==> src/rtl/nihilist_cipher_stream_if.sv <==
// Handshake and key-load bundle for nihilist_cipher_stream.
// master = stream source / key loader side, slave = cipher engine.
interface nihilist_cipher_stream_if #(
  parameter int KEY_IDX_W = 4
);
  logic                 key_wr_en;
  logic [KEY_IDX_W-1:0] key_wr_addr;
  logic [7:0]           key_wr_data;
  logic                 key_len_wr;
  logic [KEY_IDX_W:0]   key_len;
  logic                 mode;
  logic                 in_valid;
  logic                 in_ready;
  logic [7:0]           in_data;
  logic                 out_valid;
  logic                 out_ready;
  logic [7:0]           out_data;
  logic                 out_err;
  logic                 busy;

  modport master (
    output key_wr_en, key_wr_addr, key_wr_data, key_len_wr, key_len,
    output mode, in_valid, in_data, out_ready,
    input  in_ready, out_valid, out_data, out_err, busy
  );

  modport slave (
    input  key_wr_en, key_wr_addr, key_wr_data, key_len_wr, key_len,
    input  mode, in_valid, in_data, out_ready,
    output in_ready, out_valid, out_data, out_err, busy
  );
endinterface

==> src/rtl/nihilist_cipher_stream.sv <==
// Streaming Nihilist cipher over the fixed Polybius square
//   MATEI / BCDFG / HKLNO / PQRSU / VWXYZ  (no J)
// One character per IDLE -> CALC -> OUT pass; runtime-loadable key.
// Build option: define CIPHER_CASE_FOLD_EN to fold a-z to upper case
// and J to I for plaintext and key characters.
module nihilist_cipher_stream #(
  parameter int KEY_MAX_LEN = 16,
  parameter int KEY_IDX_W   = $clog2(KEY_MAX_LEN)
) (
  input logic                    clk,
  input logic                    rst,
  nihilist_cipher_stream_if.slave bus
);

  localparam logic [KEY_IDX_W:0] KEY_LEN_MAX = (KEY_IDX_W+1)'(KEY_MAX_LEN);
  localparam logic [KEY_IDX_W:0] KEY_LEN_DEF = (KEY_IDX_W+1)'(9);

  typedef enum logic [1:0] {IDLE, CALC, OUT} state_t;

  // Square cell code row*10+col for a character, 0 when not in the square.
  function automatic logic [5:0] char_code(input logic [7:0] c);
    logic [7:0] u;
    logic [5:0] r;
    u = c;
`ifdef CIPHER_CASE_FOLD_EN
    if (c >= "a" && c <= "z") u = c - 8'd32;
    if (u == "J") u = "I";
`endif
    case (u)
      "M": r = 6'd11; "A": r = 6'd12; "T": r = 6'd13; "E": r = 6'd14; "I": r = 6'd15;
      "B": r = 6'd21; "C": r = 6'd22; "D": r = 6'd23; "F": r = 6'd24; "G": r = 6'd25;
      "H": r = 6'd31; "K": r = 6'd32; "L": r = 6'd33; "N": r = 6'd34; "O": r = 6'd35;
      "P": r = 6'd41; "Q": r = 6'd42; "R": r = 6'd43; "S": r = 6'd44; "U": r = 6'd45;
      "V": r = 6'd51; "W": r = 6'd52; "X": r = 6'd53; "Y": r = 6'd54; "Z": r = 6'd55;
      default: r = 6'd0;
    endcase
    return r;
  endfunction

  // Inverse lookup: cell code to upper-case letter, 0 when not a cell.
  function automatic logic [7:0] cell_char(input logic [7:0] d);
    logic [7:0] r;
    case (d)
      8'd11: r = "M"; 8'd12: r = "A"; 8'd13: r = "T"; 8'd14: r = "E"; 8'd15: r = "I";
      8'd21: r = "B"; 8'd22: r = "C"; 8'd23: r = "D"; 8'd24: r = "F"; 8'd25: r = "G";
      8'd31: r = "H"; 8'd32: r = "K"; 8'd33: r = "L"; 8'd34: r = "N"; 8'd35: r = "O";
      8'd41: r = "P"; 8'd42: r = "Q"; 8'd43: r = "R"; 8'd44: r = "S"; 8'd45: r = "U";
      8'd51: r = "V"; 8'd52: r = "W"; 8'd53: r = "X"; 8'd54: r = "Y"; 8'd55: r = "Z";
      default: r = 8'h00;
    endcase
    return r;
  endfunction

  // Power-on key "PARASCHIV", padded with 'A'.
  function automatic logic [7:0] def_key(input int i);
    logic [7:0] r;
    case (i)
      0: r = "P"; 1: r = "A"; 2: r = "R"; 3: r = "A"; 4: r = "S";
      5: r = "C"; 6: r = "H"; 7: r = "I"; 8: r = "V";
      default: r = "A";
    endcase
    return r;
  endfunction

  state_t               state;
  logic [7:0]           key_ram [KEY_MAX_LEN];
  logic [KEY_IDX_W:0]   key_len_reg;
  logic [KEY_IDX_W-1:0] key_idx;
  logic [7:0]           in_q, key_q;
  logic                 mode_q;
  logic                 in_ready_q, out_valid_q, out_err_q, busy_q;
  logic [7:0]           out_data_q;

  logic [5:0]           p_code, k_code;
  logic [8:0]           diff;
  logic [7:0]           dec_ch, res_data;
  logic                 res_err;
  logic                 hs_in, cfg_ok, len_ok, addr_ok, idx_last;

  assign bus.in_ready  = in_ready_q;
  assign bus.out_valid = out_valid_q;
  assign bus.out_data  = out_data_q;
  assign bus.out_err   = out_err_q;
  assign bus.busy      = busy_q;

  assign hs_in    = (state == IDLE) && in_ready_q && bus.in_valid;
  assign cfg_ok   = (state == IDLE) && !out_valid_q;
  assign len_ok   = (bus.key_len != '0) && (bus.key_len <= KEY_LEN_MAX);
  assign addr_ok  = int'(bus.key_wr_addr) < KEY_MAX_LEN;
  assign idx_last = ({1'b0, key_idx} + (KEY_IDX_W+1)'(1)) >= key_len_reg;

  // Cipher datapath on the latched character/key pair, consumed in CALC.
  always_comb begin
    p_code   = char_code(in_q);
    k_code   = char_code(key_q);
    diff     = {1'b0, in_q} - {3'b000, k_code};
    dec_ch   = cell_char(diff[7:0]);
    res_data = 8'h00;
    res_err  = 1'b1;
    if (k_code != 6'd0) begin
      if (!mode_q) begin
        if (p_code != 6'd0) begin
          res_data = {2'b00, p_code} + {2'b00, k_code};
          res_err  = 1'b0;
        end
      end else if (!diff[8] && dec_ch != 8'h00) begin
        res_data = dec_ch;
        res_err  = 1'b0;
      end
    end
  end

  // Control FSM, registered outputs, key storage and key index.
  always_ff @(posedge clk) begin
    if (rst) begin
      state       <= IDLE;
      in_ready_q  <= 1'b0;
      out_valid_q <= 1'b0;
      out_data_q  <= 8'h00;
      out_err_q   <= 1'b0;
      busy_q      <= 1'b0;
      key_idx     <= '0;
      key_len_reg <= KEY_LEN_DEF;
      in_q        <= 8'h00;
      key_q       <= 8'h00;
      mode_q      <= 1'b0;
      for (int i = 0; i < KEY_MAX_LEN; i++) key_ram[i] <= def_key(i);
    end else begin
      case (state)
        IDLE: begin
          in_ready_q <= 1'b1;
          if (hs_in) begin
            in_q       <= bus.in_data;
            mode_q     <= bus.mode;
            key_q      <= key_ram[key_idx];
            in_ready_q <= 1'b0;
            busy_q     <= 1'b1;
            state      <= CALC;
          end
        end
        CALC: begin
          out_data_q  <= res_data;
          out_err_q   <= res_err;
          out_valid_q <= 1'b1;
          state       <= OUT;
        end
        OUT: begin
          if (bus.out_ready) begin
            out_valid_q <= 1'b0;
            busy_q      <= 1'b0;
            in_ready_q  <= 1'b1;
            state       <= IDLE;
            if (!out_err_q) key_idx <= idx_last ? '0 : key_idx + KEY_IDX_W'(1);
          end
        end
        default: state <= IDLE;
      endcase
      // Key updates only while idle; the character latched above still
      // saw the old key entry.
      if (cfg_ok && bus.key_wr_en && addr_ok) begin
        key_ram[bus.key_wr_addr] <= bus.key_wr_data;
        key_idx                  <= '0;
      end
      if (cfg_ok && bus.key_len_wr && len_ok) begin
        key_len_reg <= bus.key_len;
        key_idx     <= '0;
      end
    end
  end

endmodule

==> src/flat_wrapper.sv <==
// flat-port wrapper written by rule: the top's interface ports become plain ports
module nihilist_cipher_stream_flat 
#(
  parameter int KEY_MAX_LEN = 16,
  parameter int KEY_IDX_W   = $clog2(KEY_MAX_LEN)
)
  (clk, rst, bus_key_wr_en, bus_key_wr_addr, bus_key_wr_data, bus_key_len_wr, bus_key_len, bus_mode, bus_in_valid, bus_in_data, bus_out_ready, bus_in_ready, bus_out_valid, bus_out_data, bus_out_err, bus_busy);
  nihilist_cipher_stream_if #(.KEY_IDX_W(KEY_IDX_W)) bus_i ();
  input logic clk;
  input logic rst;
  input wire logic [$bits(bus_i.key_wr_en)-1:0] bus_key_wr_en;
  input wire logic [$bits(bus_i.key_wr_addr)-1:0] bus_key_wr_addr;
  input wire logic [$bits(bus_i.key_wr_data)-1:0] bus_key_wr_data;
  input wire logic [$bits(bus_i.key_len_wr)-1:0] bus_key_len_wr;
  input wire logic [$bits(bus_i.key_len)-1:0] bus_key_len;
  input wire logic [$bits(bus_i.mode)-1:0] bus_mode;
  input wire logic [$bits(bus_i.in_valid)-1:0] bus_in_valid;
  input wire logic [$bits(bus_i.in_data)-1:0] bus_in_data;
  input wire logic [$bits(bus_i.out_ready)-1:0] bus_out_ready;
  output wire logic [$bits(bus_i.in_ready)-1:0] bus_in_ready;
  output wire logic [$bits(bus_i.out_valid)-1:0] bus_out_valid;
  output wire logic [$bits(bus_i.out_data)-1:0] bus_out_data;
  output wire logic [$bits(bus_i.out_err)-1:0] bus_out_err;
  output wire logic [$bits(bus_i.busy)-1:0] bus_busy;
  assign bus_i.key_wr_en = bus_key_wr_en;
  assign bus_i.key_wr_addr = bus_key_wr_addr;
  assign bus_i.key_wr_data = bus_key_wr_data;
  assign bus_i.key_len_wr = bus_key_len_wr;
  assign bus_i.key_len = bus_key_len;
  assign bus_i.mode = bus_mode;
  assign bus_i.in_valid = bus_in_valid;
  assign bus_i.in_data = bus_in_data;
  assign bus_i.out_ready = bus_out_ready;
  assign bus_in_ready = bus_i.in_ready;
  assign bus_out_valid = bus_i.out_valid;
  assign bus_out_data = bus_i.out_data;
  assign bus_out_err = bus_i.out_err;
  assign bus_busy = bus_i.busy;
  nihilist_cipher_stream #(.KEY_MAX_LEN(KEY_MAX_LEN), .KEY_IDX_W(KEY_IDX_W)) u_core (.clk(clk), .rst(rst), .bus(bus_i));
endmodule
==> config.mk <==
export PLATFORM = sky130hd
export DESIGN_NAME = nihilist_cipher_stream_flat
export DESIGN_NICKNAME = d
export VERILOG_FILES = /design/src/rtl/nihilist_cipher_stream_if.sv /design/src/rtl/nihilist_cipher_stream.sv /design/src/flat_wrapper.sv
export SDC_FILE = /design/constraint.sdc
export NUM_CORES = 1
export LEC_CHECK = 0
export ABC_AREA = 1
export BUFFER_PORTS_ARGS = -buffer_cell sky130_fd_sc_hd__buf_2
export CAP_MARGIN = 40
export CORE_ASPECT_RATIO = 1.1
export CORE_MARGIN = 4
export CORE_UTILIZATION = 56
export DETAILED_ROUTE_END_ITERATION = 6
export PLACE_DENSITY = 0.77
export SETUP_SLACK_MARGIN = 0.15
export SLEW_MARGIN = 20
export SYNTH_ARGS = -nofsm -noshare
export SYNTH_HDL_FRONTEND = slang
export SYNTH_SLANG_ARGS = --single-unit
==> constraint.sdc <==
create_clock -name clk -period 3.45 [get_ports clk]
set_clock_uncertainty 0.15 [all_clocks]
set_input_delay 0.1725 -clock clk [delete_from_list [all_inputs] [get_ports clk]]
set_output_delay 0.1725 -clock clk [all_outputs]
set_load 0.02 [all_outputs]
==> results.cfg <==
[run_status]
status = completed

[clock_tree]
htree_levels = 4
cts_buffer_depth = 2
root_buffer = clkbuf_16
cts_inserted_buffers = 17
cts_tree = yes
insertion_delay_ps = 430
clock_sinks = 167
cts.reportedPaths.clkPinSlew_ps = 70

[timing]
finalHoldViolCount = 0
post-route-period-util = 0.991
drv_slew = 0
clock.fmax_mhz = 292
setup_viol_count_final = 0
max-slew-margin-rel = 0.489
min_period_ps = 3420
worst_hold_slack_ps = 88.6
tightest_slew_ps = 766
rsz0062_at_grt = true

[synth]
yosysTopAreaCellShare = 0.422
synth_compound_area_frac = 0.127
synth_warnings = 0
synth_nets = 1195
synthArstFlopShare = 0
synth_seq_cells = 167
synth.most_common_cell = nor2_1
synthAdderAreaFrac = 0.0360
syn_area_um2 = 9100
synth-main-ff-cell = edfxtp_1
synth_top_cell_by_area = edfxtp_1
synth_xor_area_frac = 0.00289
muxShareOfSynthArea = 0
ys_seq_area_frac = 0.508
avgSynthCellArea_um2 = 8.00
synth_top_family_by_area = simple AND/OR/NAND/NOR gates
synth_cells = 1138
synthSimpleGateAreaFrac = 0.260
yosys-top-cells-count = 257 x nor2_1, 216 x nand2_1, 128 x edfxtp_1, 119 x o21ai_0, 112 x inv_1
ys_types = 43
synth_area_leaders = edfxtp_1 42%, nor2_1 11%, nand2_1 8.9%
synth-edff-count = 128

[detailed_routing]
wl_per_cell_um = 17.7
route.met3.wl_um = 1600
top_layer = met4
vias = 8323
ant_nets = 0
wl_met1_um = 9800
drcViolationCount = 0
firstDrtPassIters = 5
finalWirelength_um = 25300
vias_per_cell = 5.83
drt_iter0_markers = 919
wl_met2_um = 13000

[placed_design]
dpl.hpwl_um = 16500
io_buffers = 42
gp_congestion = 1.01

[setup_path]
ff2ff_setup_slack_ps = 30
worstPathArrival_ps = 3640
critPathMaxFanout = 4
crit_type = flop to flop
cp-end-kind = flop
cp.required_ps = 3670
startpoint_type = flop

[floorplan]
rows = 48
ioPinCount = 44
die_h_um = 142
fp.dieArea_um2 = 18400
die_x_um = 130
core_um2 = 15800
initial_core_util = 0.576

[layout]
fill_cells = 1228
largest_register = u_core.key_ram
post-route-util = 0.684
multi_input_comb_area_um2 = 4200
fin_nets = 1272
drive_gt1_frac = 0.174
area_growth_pct = 18.7
seqCellArea_um2 = 4650
diodes = 0
largest_reg_flops = 128
top_regs = u_core.key_ram (128), u_core.in_q (8), u_core.key_q (8)

[pwr]
power_density_nw_per_um2 = 446
power_uw = 4810
leakage_uw = 0.00450
max-vdd-ir-drop_uv = 337

[run]
maxCapViolCount = 0

[global_routing]
grt_max_degree = 64
grt_pass1_vias = 8015
globalRouteOverflowTotal = 0
antenna_found_initial = 0
grt_pass1_wl_um = 39700
grtUsageTotal = 0.275

[min_path]
hold_path.class = input port to flop
## path summary, 6_finish.rpt
kind	from	to	cells past startpoint
max	u_core.key_q[2]$_SDFFE_PP0P_	u_core.bus.out_err$_SDFFE_PP0P_	25
min	bus_key_wr_addr[2]	u_core.key_ram[13][0]$_SDFFCE_PN1P_	4
max reg2reg	u_core.key_q[2]$_SDFFE_PP0P_	u_core.bus.out_err$_SDFFE_PP0P_	25
min reg2reg	u_core.key_len_reg[1]$_SDFFE_PP0P_	u_core.key_len_reg[1]$_SDFFE_PP0P_	2
## critical path, cell delays in order, from the launching register on
cell and delay, ps:
dfxtp_4 370, nor2_4 130, inv_2 50, buf_4 130
buf_4 120, nor2_2 170, a211oi_2 100, nand3_1 110
nor4_2 50, buf_4 150, fa_2 670, inv_4 70
ha_4 160, inv_2 50, nand3_2 80, nand2_2 90
inv_2 40, nand2_2 60, nand3_2 60, nand2_1 70
nand2_1 60, nand3_2 70, nand2_1 50, nor2_1 110
nand3_1 80, a21oi_1 130
## metrics by stage
step / area (µm²) / TNS [ps] / instances / worst slack, ps
floorplan: 9100 / 0 / 1138 / 190
global placement: 9550 / 0 / 1359 / 37.2
detailed placement: 9550 / -131 / 1359 / -65.3
CTS: 10600 / 0 / 1423 / 108
global route: 10800 / -387 / 1428 / -130
finish: 10800 / 0 / 1428 / 30.9
## cells by family (layout without fill, tap and decap cells)
kind of cell,after synthesis,count (layout)
other cells,1,1
buf+inv,156,246
simple gates,575,575
flops,167,167
xor+xnor,3,3
compound gates,211,211
fa+ha+maj,25,25
## per-layer routing
layer | global-route usage | vias up
met3 | 0.0429 | 71
li1 | - | 3967
met1 | 0.332 | 3892
met2 | 0.488 | 393
met5 | 0 | -
met4 | 0.111 | 0
## layout by cell type, fill, tap and decap left out, drive strengths merged, types with 4 or more instances in the layout
cell type	n
o22ai	41
buf	81
nor2	260
nand4	9
inv	121
clkbuf	17
nand3	67
nor4	4
edfxtp	128
dfxtp	39
a21oi	35
clkinv	7
ha	23
o21ai	120
nand2	220
dlygate4sd3	17
or2	4
nor3	5
## where the power goes
group	leakage, µW	internal [µW]	switching (µW)
clock	0.000275	1010	839
combinational	0.00271	229	479
sequential	0.00152	2220	34.6
## what timing repair did
action,4_1_cts,5_1_grt
pin swaps,21,29
gates resized for setup,60,62
hold buffers,17,0
setup buffers,15,5
hold endpoints to repair,25,0
setup endpoints to repair,7,8
## area by class of cell
type / count / share of cell area
repair buffers: 98 / 0.0645
flip-flops and latches: 167 / 0.430
well taps: 200 / 0.0232
inverters: 116 / 0.0410
clock buffers: 17 / 0.0394
multi-input cells: 815 / 0.389
clock inverters: 15 / 0.0130
No activity file was read; power rests on OpenSTA's default activity.
